**config.mk**
```make
export PLATFORM = sky130hd
export DESIGN_NAME = seg7_scan_driver
export DESIGN_NICKNAME = d
export VERILOG_FILES = /design/src/rtl/seg7_scan_driver.sv
export SDC_FILE = /design/constraint.sdc
export NUM_CORES = 1
export LEC_CHECK = 0
export ABC_AREA = 0
export CORE_MARGIN = 5
export CORE_UTILIZATION = 45
export CTS_CLUSTER_SIZE = 10
export DETAILED_ROUTE_END_ITERATION = 10
export GPL_TIMING_DRIVEN = 0
export PLACE_DENSITY = 0.75
export SLEW_MARGIN = 0
export SYNTH_ARGS = -nofsm -noshare
export SYNTH_HDL_FRONTEND = slang
export SYNTH_SLANG_ARGS = --single-unit
```
**constraint.sdc**
```tcl
create_clock -name clock -period 6.7 [get_ports clock]
set_clock_uncertainty 0.2 [all_clocks]
set_input_delay 1.005 -clock clock [delete_from_list [all_inputs] [get_ports clock]]
set_output_delay 1.005 -clock clock [all_outputs]
set_load 0.01 [all_outputs]
```
**src/rtl/seg7_scan_driver.sv**
```systemverilog
// Multiplexed seven-segment driver: sequential binary-to-BCD conversion feeding
// a time-multiplexed digit scanner with blanking, sign, overflow and dp handling.
`timescale 1ns/1ps

module seg7_scan_driver #(
    parameter int unsigned NUM_DIGITS   = 4,
    parameter int unsigned DATA_WIDTH   = 8,
    parameter int unsigned SIGNED       = 0,
    parameter int unsigned REFRESH_DIV  = 50000,
    parameter int unsigned BLANK_CYCLES = 2
) (
    input  logic                  clock,
    input  logic                  reset,
    input  logic                  load,
    input  logic [DATA_WIDTH-1:0] data_in,
    input  logic [NUM_DIGITS-1:0] dp_in,
    output logic                  busy,
    output logic [6:0]            out_cathode,
    output logic                  out_dp,
    output logic [NUM_DIGITS-1:0] anode
);

    localparam int unsigned BCD_DIGITS = (DATA_WIDTH + 2) / 3;
    localparam int unsigned BCD_W      = BCD_DIGITS * 4;
    localparam int unsigned CNT_W      = $clog2(DATA_WIDTH + 1);
    localparam int unsigned MSD_W      = $clog2(BCD_DIGITS);
    localparam int unsigned PRE_W      = $clog2(REFRESH_DIV);
    localparam int unsigned IDX_W      = $clog2(NUM_DIGITS);

    localparam logic [6:0] SEG_BLANK = 7'b1111111;
    localparam logic [6:0] SEG_DASH  = 7'b1111110;

    typedef enum logic [1:0] {
        ST_IDLE = 2'd0,
        ST_CONV = 2'd1,
        ST_DONE = 2'd2
    } state_t;

    // Converter state
    state_t                r_state;
    logic                  r_busy;
    logic [DATA_WIDTH-1:0] r_bin;
    logic [BCD_W-1:0]      r_bcd;
    logic [CNT_W-1:0]      r_cnt;
    logic                  r_neg;
    logic [NUM_DIGITS-1:0] r_dp_lat;

    // Display register (updated atomically at the end of a conversion)
    logic [BCD_W-1:0]      r_disp_bcd;
    logic [MSD_W-1:0]      r_disp_msd;
    logic                  r_disp_neg;
    logic                  r_disp_ovf;
    logic [NUM_DIGITS-1:0] r_disp_dp;

    // Scanner state and registered pins
    logic [PRE_W-1:0]      r_presc;
    logic [IDX_W-1:0]      r_idx;
    logic [NUM_DIGITS-1:0] r_anode;
    logic [6:0]            r_cathode;
    logic                  r_dp_n;

    logic                  w_in_neg;
    logic [DATA_WIDTH-1:0] w_mag;
    logic [MSD_W-1:0]      w_msd;
    logic                  w_neg_eff;
    logic                  w_ovf;
    logic                  w_wrap;
    logic [PRE_W-1:0]      w_presc_nxt;
    logic [IDX_W-1:0]      w_idx_nxt;
    logic [3:0]            w_nib;
    logic [6:0]            w_seg;
    logic                  w_dp_n;
    logic [NUM_DIGITS-1:0] w_anode;

    // Decimal digit to active-low segment pattern {a,b,c,d,e,f,g}
    function automatic logic [6:0] seg_code(input logic [3:0] d);
        logic [6:0] s;
        case (d)
            4'd0:    s = 7'b0000001;
            4'd1:    s = 7'b1001111;
            4'd2:    s = 7'b0010010;
            4'd3:    s = 7'b0000110;
            4'd4:    s = 7'b1001100;
            4'd5:    s = 7'b0100100;
            4'd6:    s = 7'b0100000;
            4'd7:    s = 7'b0001111;
            4'd8:    s = 7'b0000000;
            4'd9:    s = 7'b0000100;
            default: s = SEG_BLANK;
        endcase
        return s;
    endfunction

    // One double-dabble iteration: add 3 to every digit >= 5, then shift in a bit
    function automatic logic [BCD_W-1:0] dd_step(input logic [BCD_W-1:0] bcd,
                                                 input logic             bit_in);
        logic [BCD_W-1:0] adj;
        adj = bcd;
        for (int i = 0; i < int'(BCD_DIGITS); i++) begin
            if (adj[i*4 +: 4] >= 4'd5) begin
                adj[i*4 +: 4] = adj[i*4 +: 4] + 4'd3;
            end
        end
        return {adj[BCD_W-2:0], bit_in};
    endfunction

    // Input magnitude and sign; the most negative value maps to 2^(DATA_WIDTH-1)
    always_comb begin
        w_in_neg = (SIGNED != 0) && data_in[DATA_WIDTH-1];
        w_mag    = data_in;
        if (w_in_neg) begin
            w_mag = (~data_in) + DATA_WIDTH'(1);
        end
    end

    // Most significant nonzero digit, effective sign and overflow of the result
    always_comb begin
        w_msd = '0;
        for (int i = 1; i < int'(BCD_DIGITS); i++) begin
            if (r_bcd[i*4 +: 4] != 4'd0) begin
                w_msd = MSD_W'(i);
            end
        end
        w_neg_eff = r_neg && (r_bcd != '0);
        w_ovf     = (int'(w_msd) + 1) > (int'(NUM_DIGITS) - (w_neg_eff ? 1 : 0));
    end

    // Converter FSM: IDLE -> CONV (DATA_WIDTH iterations) -> DONE (commit) -> IDLE
    always_ff @(posedge clock or negedge reset) begin
        if (!reset) begin
            r_state    <= ST_IDLE;
            r_busy     <= 1'b0;
            r_bin      <= '0;
            r_bcd      <= '0;
            r_cnt      <= '0;
            r_neg      <= 1'b0;
            r_dp_lat   <= '0;
            r_disp_bcd <= '0;
            r_disp_msd <= '0;
            r_disp_neg <= 1'b0;
            r_disp_ovf <= 1'b0;
            r_disp_dp  <= '0;
        end else begin
            case (r_state)
                ST_IDLE: begin
                    if (load) begin
                        r_bin    <= w_mag;
                        r_neg    <= w_in_neg;
                        r_dp_lat <= dp_in;
                        r_bcd    <= '0;
                        r_cnt    <= '0;
                        r_busy   <= 1'b1;
                        r_state  <= ST_CONV;
                    end
                end
                ST_CONV: begin
                    r_bcd <= dd_step(r_bcd, r_bin[DATA_WIDTH-1]);
                    r_bin <= r_bin << 1;
                    r_cnt <= r_cnt + CNT_W'(1);
                    if (r_cnt == CNT_W'(DATA_WIDTH - 1)) begin
                        r_state <= ST_DONE;
                    end
                end
                ST_DONE: begin
                    r_disp_bcd <= r_bcd;
                    r_disp_msd <= w_msd;
                    r_disp_neg <= w_neg_eff;
                    r_disp_ovf <= w_ovf;
                    r_disp_dp  <= r_dp_lat;
                    r_busy     <= 1'b0;
                    r_state    <= ST_IDLE;
                end
                default: begin
                    r_busy  <= 1'b0;
                    r_state <= ST_IDLE;
                end
            endcase
        end
    end

    // Next prescaler / scan index; outputs are derived from these so pins align with the slot
    always_comb begin
        w_wrap      = (r_presc == PRE_W'(REFRESH_DIV - 1));
        w_presc_nxt = r_presc + PRE_W'(1);
        w_idx_nxt   = r_idx;
        if (w_wrap) begin
            w_presc_nxt = '0;
            if (r_idx == IDX_W'(NUM_DIGITS - 1)) begin
                w_idx_nxt = '0;
            end else begin
                w_idx_nxt = r_idx + IDX_W'(1);
            end
        end
    end

    // Segment, dp and anode pattern for the digit being scanned next
    always_comb begin
        w_nib = 4'd0;
        for (int b = 0; b < int'(BCD_DIGITS); b++) begin
            if (int'(w_idx_nxt) == b) begin
                w_nib = r_disp_bcd[b*4 +: 4];
            end
        end

        w_dp_n = 1'b1;
        for (int a = 0; a < int'(NUM_DIGITS); a++) begin
            if (int'(w_idx_nxt) == a) begin
                w_dp_n = ~r_disp_dp[a];
            end
        end

        w_seg = seg_code(w_nib);
        if (r_disp_ovf) begin
            w_seg  = SEG_DASH;
            w_dp_n = 1'b1;
        end else if (r_disp_neg && (int'(w_idx_nxt) == int'(NUM_DIGITS) - 1)) begin
            w_seg = SEG_DASH;
        end else if (int'(w_idx_nxt) > int'(r_disp_msd)) begin
            w_seg = SEG_BLANK;
        end

        w_anode = '1;
        for (int a = 0; a < int'(NUM_DIGITS); a++) begin
            if ((w_presc_nxt >= PRE_W'(BLANK_CYCLES)) && (int'(w_idx_nxt) == a)) begin
                w_anode[a] = 1'b0;
            end
        end
    end

    // Scanner: free-running prescaler and digit index with registered pin drive
    always_ff @(posedge clock or negedge reset) begin
        if (!reset) begin
            r_presc   <= '0;
            r_idx     <= '0;
            r_anode   <= '1;
            r_cathode <= SEG_BLANK;
            r_dp_n    <= 1'b1;
        end else begin
            r_presc   <= w_presc_nxt;
            r_idx     <= w_idx_nxt;
            r_anode   <= w_anode;
            r_cathode <= w_seg;
            r_dp_n    <= w_dp_n;
        end
    end

    assign busy        = r_busy;
    assign out_cathode = r_cathode;
    assign out_dp      = r_dp_n;
    assign anode       = r_anode;

endmodule

```
After elaboration in Yosys (flattened, before gate mapping)
Memory sizes are Yosys's and may differ from the RTL's.
Index checks and enable logic that the tools add are counted.
Operators by class
  add/subtract/negate cells: 7
  $lt $le $gt $ge: 6
  equal/unequal tests: 10
  mux-type cells: 33
  bitwise logic cells: 5
  reductions and logical operators: 13
Operator list (number)
  $mux 4: 6
  $pmux 12 s2: 1
  $add 16x1->16 const B: 1
  $eq 16x16->1 const B: 1
  $ge 16x2->1 const B: 1
  $mux 16: 1
  $pmux 8 s2: 1
  $mux 7: 2
  $ge 4x3->1 const B: 3
  $mux 12: 1
  $mux 1: 11
  $mux 2: 5
  $add 4x2->4 const B: 2
  $eq 2x2->1 const B: 4
  $mux 8: 1
  $pmux 4 s2: 1
  $reduce_and 2->1: 4
  $reduce_bool 4->1: 2
  $not 1->1: 5
  $add 4x1->4 const B: 1
  $eq 2x1->1 const B: 2
  $eq 4x3->1 const B: 1
  $logic_and 1x1->1: 4
  $logic_not 2->1: 2
  10 further kinds: 11
Storage, ports and cells
  bits in registers: 80
  ROM bits: 112
  bits of input ports: 15
  word-level logic and storage cells: 90
  memories: 1
Memory list
  (no name shown): words 16, width 7, read ports 1, clocked after Yosys merged registers in 0, write ports 0, line 78  | case (d)

Depth between registers and ports, before layout
Gate-level depths: netlist of run 1.
An unclocked memory read counts as a cell.
  word-level depth: 10
  gate-level depth with buffers: 15
  mapped depth without buffers: 13

Worst setup path after synthesis of run 1
Ideal clock, no wire load.
  path kind: flip-flop to flip-flop
  from: register r_presc[0]
  to: register r_cathode[3], in the netlist out_cathode[3]
  library setup time: 0.062 ns
  arrival: 2.928 ns
  required time: 6.438 ns
  setup slack: 3.509 ns
  stages on the path, launching flop included: 16
  path through: dfrtp_1 > ha_1 > and3_2 > buf_12 > and4_2 > buf_2 > nand3_1 > and2_0 > inv_1 > nand2_1 > a21oi_1 > a21oi_1 > ha_1 > or3b_2 > a31oi_1 > nand2b_1
On the way
  word-level cells in the longest chain between the ends: 9
Ends and longest elaborated chain
  start: declaration: line 56  | logic [PRE_W-1:0] r_presc;
  start signal: assignment: line 239  | r_presc <= w_presc_nxt;
  $eq 16x16->1 *: line 183  | w_wrap = (r_presc == PRE_W'(REFRESH_DIV - 1));
  $mux 2 *: line 186  | if (w_wrap) begin
  net w_idx_nxt[1]: line 69  | logic [IDX_W-1:0] w_idx_nxt;
  $logic_not 2->1: line 200  | if (int'(w_idx_nxt) == b) begin
  $mux 4 (3 in a row): line 200
  $mem_v2 16x7
  $mux 7 *: line 218  | end else if (int'(w_idx_nxt) > int'(r_disp_msd)) begin
  $mux 7 *: line 213  | if (r_disp_ovf) begin
  net w_seg[3]: line 71  | logic [6:0] w_seg;
  end signal: assignment: line 242  | r_cathode <= w_seg;
  end: declaration: line 59  | logic [6:0] r_cathode;
The timed path passes the listed nets; every way through them passes the cells marked *.
A chain may end at the register's enable or synchronous reset.

Worst setup path after layout of run 1
  from: register r_presc[0]
  to: register r_cathode[6], in the netlist out_cathode[6]
The elaborated chain is that of the path after synthesis.

==> run metrics, run 1 <==
area added between synthesis and finish=15.2%; post-detailed-route via-to-cell ratio=between 5 and 6; GRT Total Usage=0.151; cts hold-fix bufs=0; wire length of the first global-routing pass=14.0 mm; # diodes=0; most instantiated cells after synthesis=68 x sky130_fd_sc_hd__dfrtp_1, 47 x sky130_fd_sc_hd__nand2_1, 43 x sky130_fd_sc_hd__o21ai_0; standard cell with the maximum stage delay on the critical path=sky130_fd_sc_hd__or3b_2; Worst path depth=15; nets in the synthesized netlist=456; Reg clk slew, reported paths=roughly 0.09 ns; count of input and output buffers=27; crit path cell chain=ha_1, and3_2, buf_12, and4_2, buf_2, nand3_1, and2_0, inv_1, nand2_1, a21oi_1, a21oi_1, ha_1, or3b_2, a31oi_1, nand2b_1; most used standard cell by instance count after synthesis=sky130_fd_sc_hd__dfrtp_1; pin count of the biggest net entering global routing=63; TritonCTS Buffers=9; total DRC errors in the routed layout=0; GP Congestion=~0.84; top cell family by delay on the critical path=simple AND/OR/NAND/NOR gates; data arrival time at the worst-slack endpoint=approximately 3.7 ns; setup slack of the most critical reg-to-reg path=3.08 ns; Synth area leader=sky130_fd_sc_hd__dfrtp_1; Power per Cell Area=337 mW/mm^2; highest clock rate=276 MHz; CTS Root Buffer Type=sky130_fd_sc_hd__clkbuf_8; largest stage delay on the critical path=0.45 ns; fraction of layout instances using a drive strength above 1=0.137; wire length after detailed routing=8.11 mm; Leak=about 2.1 nW; floorplan core area=0.00915 mm^2; post-synthesis area per instance=9.91 um^2; top post-synthesis cells by area=sky130_fd_sc_hd__dfrtp_1 41%, sky130_fd_sc_hd__dfstp_2 7.5%, sky130_fd_sc_hd__ha_1 5.4%; kind of capture point of the worst setup path=flip-flop; H-tree depth=3; Initial Utilization=0.458; final-report hold violation count=0; Peak supply drop=0.000128 V; max capacitance violation total=0; detailed placement HPWL=approximately 5.9 mm; number of clock sinks=80; Final Max Tran Viols=0; DRT iter0 DRCs=128; count of boundary I/O pins=28; final setup violation count=0; most frequently used flop master after synthesis=sky130_fd_sc_hd__dfrtp_1; number of placement rows=35; CTS tree=done; buffers inserted during post-CTS setup optimization=0; r2r worst-path depth=15; number of iterations in the first detailed-routing pass=4; Crit path buffers/inverters=3; # nets final=495; depth of the worst hold-timing path=1; relative slew slack=0.480; Endpoint, Worst Hold=out_cathode[0]$_DFF_PN1_; number of different library cells in the post-synthesis netlist=60; clock network latency to the later pin of the worst-skew pair=0.35 ns; Ys Warns=0; post-synthesis register bit count=80; fraction of synthesized cell area taken by the top area cell type=0.406; actual slew at the worst max-slew pin=slightly below 0.8 ns; critical path startpoint category=flip-flop; total global routing overflow=0; number of synthesized flops with an enable pin=0; fraction of registers with async set or reset after synthesis=1.00; width of the chip=107 um; Filler Cell Count=813; Worst Path Class, Setup=reg -> reg; synthesized netlist cell count=423; worst-path maximum fanout=8; Worst Setup Slack post-DPL=3.15 ns; routed length per placed instance=14.0 um; endpoint required time on the critical path=6.79 ns; number of antenna violations at the first check in global routing=0; summed negative setup slack over all endpoints=0 ns; unrepaired setup endpoints after global routing=no; hold path startpoint=r_disp_ovf$_DFFE_PN0N_; min cycle time layout=between 3 and 4 ns; reg2reg start=r_presc[0]$_DFF_PN0_; run status=completed; Setup WS post-layout=3.08 ns; post-route clock period utilization=0.541; Vert. Die Dim=107 um; vias=3122; number of global-route vias before repair=3079; floorplan die area=0.0113 mm^2; Tot Pwr=between 1.5 and 2 mW; post_cts resized=0; reg-to-reg endpoint=out_cathode[6]$_DFF_PN1_; antenna violation net count after detailed routing=0; sequential-to-total area share from yosys stat=0.481; worst hold-check path type=reg -> reg; cell area after synthesis=approximately 0.0042 mm^2; Max Buffers Root-to-Sink=2
[cell families (layout without fill, tap and decap cells)]
kind of cell | Yosys count | in the layout | synth area share
XOR/XNOR | 20 | 20 | 0.0418
buffers and inverters | 33 | 77 | 0.0445
AND/OR/NAND/NOR | 156 | 156 | 0.190
flip-flops | 80 | 80 | 0.481
adder cells (fa/ha/maj) | 18 | 18 | 0.0537
AO/OA/AOI/OAI | 96 | 96 | 0.136
multiplexers | 20 | 20 | 0.0528
[area by class of cell]
cell class	count	area, um^2	area share
Tap cell	111	139	0.0288
Clock buffer	11	141	0.0293
Clock inverter	5	61.3	0.0127
Inverter	15	56.3	0.0117
Multi-Input combinational cell	310	1990	0.412
Timing Repair Buffer	28	295	0.0611
Sequential cell	80	2020	0.418
Buffer	18	130	0.0269
[report_power, final]
group	internal, mW	total, mW	switching [mW]
Sequential	0.621	0.718	0.0967
Clock	0.186	0.368	0.182
Combinational	0.255	0.540	0.284
Total	1.06	1.63	0.563
[state kept, by name, summed over array words and instances (netlist names)]
register     flops
busy             1
r_disp_bcd      12
r_state          2
r_idx            2
r_disp_msd       2
anode            4
r_dp_lat         4
out_cathode      7
out_dp           1
r_presc         16
r_disp_ovf       1
r_bin            8
r_bcd           12
r_cnt            4
r_disp_dp        4
[metrics by stage]
| stage | hold slack (ns) | utilization | instance area (um^2) | instances |
|---|---|---|---|---|
| after floorplan | 0.206 | - | 4190 | 423 |
| after global placement | 0.243 | 0.503 | 4600 | 561 |
| after detailed placement | 0.251 | 0.506 | 4630 | 562 |
| after CTS | 0.264 | 0.528 | 4830 | 578 |
| after global routing | 0.281 | 0.528 | 4830 | 578 |
| final | 0.263 | 0.528 | 4830 | 578 |
[worst register-to-register path, cell delays in order, from the launching register on]
cell	delay, ns
sky130_fd_sc_hd__dfrtp_1	0.43
sky130_fd_sc_hd__ha_1	0.24
sky130_fd_sc_hd__and3_2	0.23
sky130_fd_sc_hd__buf_12	0.14
sky130_fd_sc_hd__and4_2	0.21
sky130_fd_sc_hd__buf_2	0.15
sky130_fd_sc_hd__nand3_1	0.10
sky130_fd_sc_hd__and2_0	0.30
sky130_fd_sc_hd__inv_1	0.19
sky130_fd_sc_hd__nand2_1	0.10
sky130_fd_sc_hd__a21oi_1	0.08
sky130_fd_sc_hd__a21oi_1	0.25
sky130_fd_sc_hd__ha_1	0.20
sky130_fd_sc_hd__or3b_2	0.46
sky130_fd_sc_hd__a31oi_1	0.16
sky130_fd_sc_hd__nand2b_1	0.12
[worst max-delay path by stage]
stage	start	endpoint	slack, ns
finish	r_presc[0]$_DFF_PN0_	out_cathode[6]$_DFF_PN1_	3.08
global route	r_presc[0]$_DFF_PN0_	out_cathode[3]$_DFF_PN1_	2.81
CTS	r_presc[0]$_DFF_PN0_	out_cathode[3]$_DFF_PN1_	3.05
detailed placement	r_presc[0]$_DFF_PN0_	out_cathode[3]$_DFF_PN1_	3.15
global placement	reset	r_bin[3]$_DFFE_PN0P_	1.70
floorplan	r_presc[0]$_DFF_PN0_	out_cathode[3]$_DFF_PN1_	3.51
[per-layer routing]
metal,vias up,GRT usage,wire length [um]
li1,1551,-,-
met1,1506,0.192,3710
met2,55,0.257,4000
met3,10,0.0370,293
met4,0,0.0420,109
met5,-,0,0
[layout by cell type, fill, tap and decap left out, drive strengths merged, types with 3 or more instances in the layout]
cell type | synthesis | final
a211oi | 3 | 3
a21oi | 22 | 22
a22o | 3 | 3
a22oi | 7 | 7
a31oi | 4 | 4
and2 | 6 | 6
and3 | 5 | 5
and4 | 3 | 3
buf | 6 | 8
clkbuf | 11 | 22
clkdlybuf4s50 | 0 | 26
dfrtp | 68 | 68
dfstp | 12 | 12
ha | 18 | 18
inv | 15 | 18
mux2 | 14 | 14
mux2i | 6 | 6
nand2 | 47 | 47
nand2b | 9 | 9
nand3 | 15 | 15
nand4 | 5 | 5
nor2 | 34 | 34
nor2b | 10 | 10
nor3 | 9 | 9
o21ai | 43 | 43
xnor2 | 14 | 14
xor2 | 6 | 6
(Power assumes the default switching activity.)
==> run 2: changes to the inputs <==
Settings changed: PLACE_DENSITY 0.75 to 0.77.
Clock period 6.7 ns to 3.05 ns, I/O delays scaled along.
==> run 2 against run 1 <==
The flow now finishes with violations (setup timing); first-iteration DRC count up 12%; sequential cell count unchanged; global-route usage up 1.2 points; clock power up 100%; utilization up 3.0 points; clock-buffer cell count down 1; sequential power up 120%; critical path depth down 1; wire length up 16%; sequential share of layout area down 2.2 points; die area unchanged; critical endpoint unchanged.
==> run metrics, run 2 (synthesis results as in run 1) <==
post-route clock period utilization=1.02 (+0.476); number of iterations in the first detailed-routing pass=4 (unchanged); Initial Utilization=0.458 (unchanged); number of clock sinks=80 (unchanged); placement-stage cell area=0.00466 mm^2 (+0.68%); Placed Instances=562 (unchanged); post-route cell area=0.00510 mm^2 (+5.7%); final setup violation count=1 (+1); count of input and output buffers=27 (unchanged); floorplan core area=0.00915 mm^2 (unchanged); Leak=2.23 nW (+3.9%); Max Buffers Root-to-Sink=2 (unchanged); number of flip-flops under the largest register name=16 (unchanged); vias=3338 (+6.9%); total DRC errors in the routed layout=0 (unchanged); number of global-route vias before repair=3271 (+6.2%); clock network latency to the later pin of the worst-skew pair=0.34 ns (about the same); fraction of the core area covered by cells at the end of the flow=0.558 (+0.0299); GRT Total Usage=0.164 (+0.0124); actual slew at the worst max-slew pin=0.724 ns (-0.0512 ns); worst-path maximum fanout=8 (unchanged); antenna violation net count after detailed routing=0 (unchanged); max layer used=met4; final-report hold violation count=0 (unchanged); data arrival time at the worst-slack endpoint=3.19 ns (-0.52 ns); met2 layer wire length in the routed design=4.83 mm (+21%); relative slew slack=0.512 (+0.0321); endpoint required time on the critical path=3.14 ns (-3.65 ns); non-filler cells, final=598 (+3.5%); CTS Root Buffer Type=sky130_fd_sc_hd__clkbuf_8; # diodes=0 (unchanged); DRT iter0 DRCs=143 (+12%); detailed placement HPWL=6.09 mm (+3.2%); highest clock rate=323 MHz (+17%); H-tree depth=3 (unchanged); post-detailed-route via-to-cell ratio=5.58 (+3.3%); most common cell after layout, fill and taps aside=sky130_fd_sc_hd__dfrtp_1; Largest Register=r_presc; most frequent cells in the layout=67 x sky130_fd_sc_hd__dfrtp_1, 45 x sky130_fd_sc_hd__nand2_1, 41 x sky130_fd_sc_hd__o21ai_0; min cycle time layout=3.10 ns (-0.522 ns); count of boundary I/O pins=28 (unchanged); max capacitance violation total=0 (unchanged); TritonCTS Buffers=9 (unchanged); area added between synthesis and finish=21.7%; Reg clk slew, reported paths=0.09 ns (about the same); wire length after detailed routing=9.38 mm (+16%); number of antenna violations at the first check in global routing=0 (unchanged); unrepaired setup endpoints after global routing=yes; Setup WS post-layout=-0.0499 ns (-3.13 ns); Final Max Tran Viols=0 (unchanged); wire length on met1=4.07 mm (+9.7%); worst hold-check path type=in -> async; routed length per placed instance=15.7 um (+12%); number of placement rows=35 (unchanged); floorplan die area=0.0113 mm^2 (unchanged); pin count of the biggest net entering global routing=73 (+16%); fraction of layout instances using a drive strength above 1=0.218 (+0.0806); Worst Path Class, Setup=reg -> reg; critical path startpoint category=flip-flop; run status=finished with violations; met3 WL post-DR=333 um (+14%); Power per Cell Area=718 mW/mm^2 (+110%); CTS tree=done; Vert. Die Dim=107 um (unchanged); Peak supply drop=0.000360 V (+180%); total global routing overflow=0 (unchanged); kind of capture point of the worst setup path=flip-flop; violated checks=setup timing; # nets final=515 (+4.0%); wire length of the first global-routing pass=15.1 mm (+7.4%); GP Congestion=0.799 (-4.8%); width of the chip=107 um (unchanged); registers with the most flip-flops=r_presc x16, r_bcd x12, r_disp_bcd x12
==> run 2: cell types whose count changed in the layout (fill, tap and decap cells not counted), sizes merged <==
| cell | change |
|---|---|
| buf | +19 |
| bufinv | -1 |
| clkdlybuf4s15 | -1 |
| clkinvlp | +3 |
| dlygate4sd3 | +1 |
| inv | -1 |
==> run 2: stage by stage <==
step | setup WS [ns] | total power [mW] | hold WS, ns | setup TNS [ns]
after global placement | -1.48 | 2.73 | 0.264 | -107.45
final | -0.0499 | 3.67 | 0.280 | -0.0499
after CTS | 0.00642 | 3.57 | 0.273 | 0
after global routing | -0.147 | 3.94 | 0.291 | -0.503
after detailed placement | -0.306 | 2.81 | 0.108 | -0.994
after floorplan | 0.0192 | 2.43 | -0.0381 | 0
==> run 2: path summary, 6_finish.rpt <==
check                                      endpoint                    start  slack (ns)  cells past startpoint
max reg2reg                out_cathode[6]$_DFF_PN1_     r_presc[1]$_DFF_PN0_       -0.05                     14
min reg2reg                 r_dp_lat[2]$_DFFE_PN0P_  r_dp_lat[2]$_DFFE_PN0P_        0.29                      2
max                        out_cathode[6]$_DFF_PN1_     r_presc[1]$_DFF_PN0_       -0.05                     14
max in group asynchronous        anode[0]$_DFF_PN1_                    reset        1.75                      3
min                            r_bin[4]$_DFFE_PN0P_                    reset        0.28                      2
min in group clock          r_dp_lat[2]$_DFFE_PN0P_  r_dp_lat[2]$_DFFE_PN0P_        0.29                      2
==> run 2: timing repair <==
item / 4_1_cts / 5_1_grt
setup buffers: 10 / 11
gates resized for setup: 9 / 16
endpoints found under the setup margin: 7 / 6
hold buffers: 1 / 0
endpoints found under the hold margin: 8 / 0
pin swaps: 4 / 13
==> run 2: cell type report <==
class,instances,area [um^2]
plain buffers,16,116
clock buffers,10,138
clock inverters,6,48.8
fillers,777,4050
inverters,15,60.1
multi-input cells,310,2120
flip-flops and latches,80,2020
well taps,111,139
repair buffers,50,463
==> run 2: routing by layer <==
| layer | up-vias | global-route usage |
|---|---|---|
| li1 | 1589 | - |
| met1 | 1655 | 0.197 |
| met2 | 77 | 0.290 |
| met3 | 17 | 0.0401 |
| met4 | 0 | 0.0484 |
| met5 | - | 0 |
==> run 2: report_power, final <==
group          total, mW  switching, mW  internal, mW
combinational       1.34          0.710         0.629
sequential          1.59          0.224          1.36
clock              0.739          0.411         0.328
==> run 2: critical path: stages, from the launching register on <==
cell                         delay (ns)
sky130_fd_sc_hd__dfrtp_1           0.37
sky130_fd_sc_hd__ha_2              0.19
sky130_fd_sc_hd__and3_4            0.20
sky130_fd_sc_hd__buf_12            0.12
sky130_fd_sc_hd__nand4_4           0.14
sky130_fd_sc_hd__o21ai_2           0.23
sky130_fd_sc_hd__and2_4            0.21
sky130_fd_sc_hd__clkinvlp_4        0.11
sky130_fd_sc_hd__nand2_2           0.07
sky130_fd_sc_hd__a21oi_2           0.07
sky130_fd_sc_hd__a21oi_2           0.17
sky130_fd_sc_hd__ha_2              0.20
sky130_fd_sc_hd__or3b_4            0.40
sky130_fd_sc_hd__a31oi_2           0.22
sky130_fd_sc_hd__nand2b_1          0.14
==> run 3: changes to the inputs <==
Settings changed: PLACE_DENSITY 0.77 to 0.75.
Clock period 3.05 ns to 3.3 ns, I/O delays scaled along.
==> run 3 against run 2 <==
The run now ends clean; worst setup slack better by 0.19 ns; sequential power decreased by 8%; non-clock buffer count shrank 16; cell count decreased by 2.7%; critical path type unchanged; critical endpoint unchanged.
==> run metrics, run 3 (synthesis results as in run 1) <==
area added between synthesis and finish=17.5%; count of boundary I/O pins=28 (unchanged); width of the chip=107 um (unchanged); CTS tree=done; wire length after detailed routing=8.27 mm (-12%); Final Max Tran Viols=0 (unchanged); Largest Register=r_presc; number of flip-flops under the largest register name=16 (unchanged); Setup WS post-layout=0.138 ns (+0.188 ns); total global routing overflow=0 (unchanged); Vert. Die Dim=107 um (unchanged); H-tree depth=3 (unchanged); pin count of the biggest net entering global routing=63 (-14%); registers with the most flip-flops=r_presc x16, r_bcd x12, r_disp_bcd x12; floorplan core area=0.00915 mm^2 (unchanged); Leak=2.16 nW (-3.1%); reported net switching power=1.16 mW (-14%); most frequent cells in the layout=68 x sky130_fd_sc_hd__dfrtp_1, 46 x sky130_fd_sc_hd__nand2_1, 42 x sky130_fd_sc_hd__o21ai_0; highest clock rate=316 MHz (-2.0%); Worst Path Class, Setup=reg -> reg; count of input and output buffers=27 (unchanged); wire length of the first global-routing pass=14.2 mm (-5.8%); number of placement rows=35 (unchanged); actual slew at the worst max-slew pin=0.645 ns (-0.0792 ns); standard cell with the maximum stage delay on the critical path=sky130_fd_sc_hd__or3b_2; worst hold-check path type=reg -> reg; endpoint required time on the critical path=3.39 ns (+0.25 ns); # diodes=0 (unchanged); data arrival time at the worst-slack endpoint=3.25 ns (+0.06 ns); relative slew slack=0.569 (+0.0570); critical path startpoint category=flip-flop; Tot Pwr=3.33 mW (-9.2%); detailed placement HPWL=5.90 mm (-3.1%); number of global-route vias before repair=3100 (-5.2%); post-detailed-route via-to-cell ratio=5.40 (-3.2%); CTS Root Buffer Type=sky130_fd_sc_hd__clkbuf_8; Crit path buffers/inverters=2 (unchanged); number of clock sinks=80 (unchanged); DRT iter0 DRCs=113 (-21%); largest stage delay on the critical path=0.45 ns (+0.05 ns); share of power burned in combinational logic=0.337 (-0.028); Max Buffers Root-to-Sink=2 (unchanged); max capacitance violation total=0 (unchanged); total DRC errors in the routed layout=0 (unchanged); share of power burned in the clock network=0.225 (+0.023); TritonCTS Buffers=9 (unchanged); internal power of the cells=2.17 mW (-6.5%); number of antenna violations at the first check in global routing=0 (unchanged); clock network latency to the later pin of the worst-skew pair=0.35 ns (about the same); antenna violation net count after detailed routing=0 (unchanged); final-report hold violation count=0 (unchanged); run status=completed; vias=3145 (-5.8%); final setup violation count=0 (-1); Peak supply drop=0.000268 V (-26%); share of total power in sequential cells=0.438 (+0.005); worst-path maximum fanout=8 (unchanged); post-route clock period utilization=0.958 (-0.0582); switching power as a share of total power=0.349 (-0.0185); Initial Utilization=0.458 (unchanged); Power per Cell Area=676 mW/mm^2 (-5.9%); Reg clk slew, reported paths=0.09 ns (about the same); min cycle time layout=3.16 ns (+0.0622 ns); routed length per placed instance=14.2 um (-9.5%); fraction of layout instances using a drive strength above 1=0.168 (-0.0499); kind of capture point of the worst setup path=flip-flop; most common cell after layout, fill and taps aside=sky130_fd_sc_hd__dfrtp_1; GP Congestion=0.839 (+5.0%); crit path cell chain=ha_1, and3_2, buf_12, and4_4, nand3_4, and2_4, clkinvlp_4, nand2_1, a21oi_1, a21oi_2, ha_2, or3b_2, a31oi_1, nand2b_1; # nets final=499 (-3.1%); top cell family by delay on the critical path=simple AND/OR/NAND/NOR gates; number of iterations in the first detailed-routing pass=4 (unchanged); Worst Setup Slack post-DPL=-0.253 ns (+0.0531 ns); floorplan die area=0.0113 mm^2 (unchanged); GRT Total Usage=0.153 (-0.0108)
-- run 3: cell count changes in the layout (fill, tap and decap cells not counted), sizes merged --
| cell | change |
|---|---|
| clkdlybuf4s15 | +1 |
| buf | -16 |
| clkinvlp | -2 |
| bufinv | +1 |
-- run 3: cell type report --
cell class / instances / area (um^2)
inverters: 15 / 60.1
clock buffers: 11 / 141
fillers: 802 / 4230
multi-input cells: 310 / 2050
flip-flops and latches: 80 / 2020
clock inverters: 5 / 61.3
plain buffers: 17 / 125
well taps: 111 / 139
repair buffers: 33 / 335
-- run 3: layer usage --
layer,GRT usage,up-vias,routed length [um]
met3,0.0364,6,278
met5,0,-,0
met1,0.195,1522,3790
li1,-,1562,-
met2,0.262,55,4130
met4,0.0384,0,64
-- run 3: metrics by stage --
| stage | hold slack (ns) | setup TNS (ns) | std cells | utilization | cell area [um^2] |
|---|---|---|---|---|---|
| 2_1_floorplan | -0.000591 | 0 | 423 | - | 4190 |
| 3_3_place_gp | 0.243 | -84.42 | 561 | 0.503 | 4600 |
| 3_5_place_dp | 0.186 | -0.940 | 562 | 0.506 | 4630 |
| 4_1_cts | 0.281 | 0 | 580 | 0.534 | 4890 |
| 5_1_grt | 0.298 | -0.0216 | 582 | 0.538 | 4930 |
| 6_report | 0.283 | 0 | 582 | 0.538 | 4930 |
-- run 3: power by group through the flow --
stage	combinational [mW]	sequential [mW]	clock [mW]
5_1_grt	1.28	1.50	0.808
2_1_floorplan	0.800	1.43	0
4_1_cts	1.13	1.46	0.770
6_report	1.12	1.46	0.749
3_5_place_dp	1.10	1.48	0
3_3_place_gp	1.06	1.46	0
-- run 3: path summary, 6_finish.rpt --
path                                   startpoint                         end  slack [ns]  cells after the start
max reg2reg                  r_presc[0]$_DFF_PN0_    out_cathode[6]$_DFF_PN1_        0.14                     14
min                        r_disp_ovf$_DFFE_PN0N_    out_cathode[0]$_DFF_PN1_        0.28                      1
min reg2reg                r_disp_ovf$_DFFE_PN0N_    out_cathode[0]$_DFF_PN1_        0.28                      1
max in group asynchronous                   reset  r_disp_bcd[10]$_DFFE_PN0N_        1.96                      3
max                          r_presc[0]$_DFF_PN0_    out_cathode[6]$_DFF_PN1_        0.14                     14
min in group asynchronous                   reset        r_presc[7]$_DFF_PN0_        0.35                      2
-- run 3: worst reg2reg max path: cells and delay by family (launching register included) --
family | cells | cell delay (ns)
and+or+nand+nor | 7 | 1.39
AOI/OAI and AO/OA | 3 | 0.44
adders and majority gates | 2 | 0.42
DFF | 1 | 0.39
buffers and inverters | 2 | 0.27
-- run 3: what timing repair did --
item                                    4_1_cts  5_1_grt
hold endpoints to repair                      6        0
buffers inserted                              1        3
gates resized for setup                      12        6
endpoints found under the setup margin        6        7
pin swaps                                     0        2
hold buffers                                  1        0
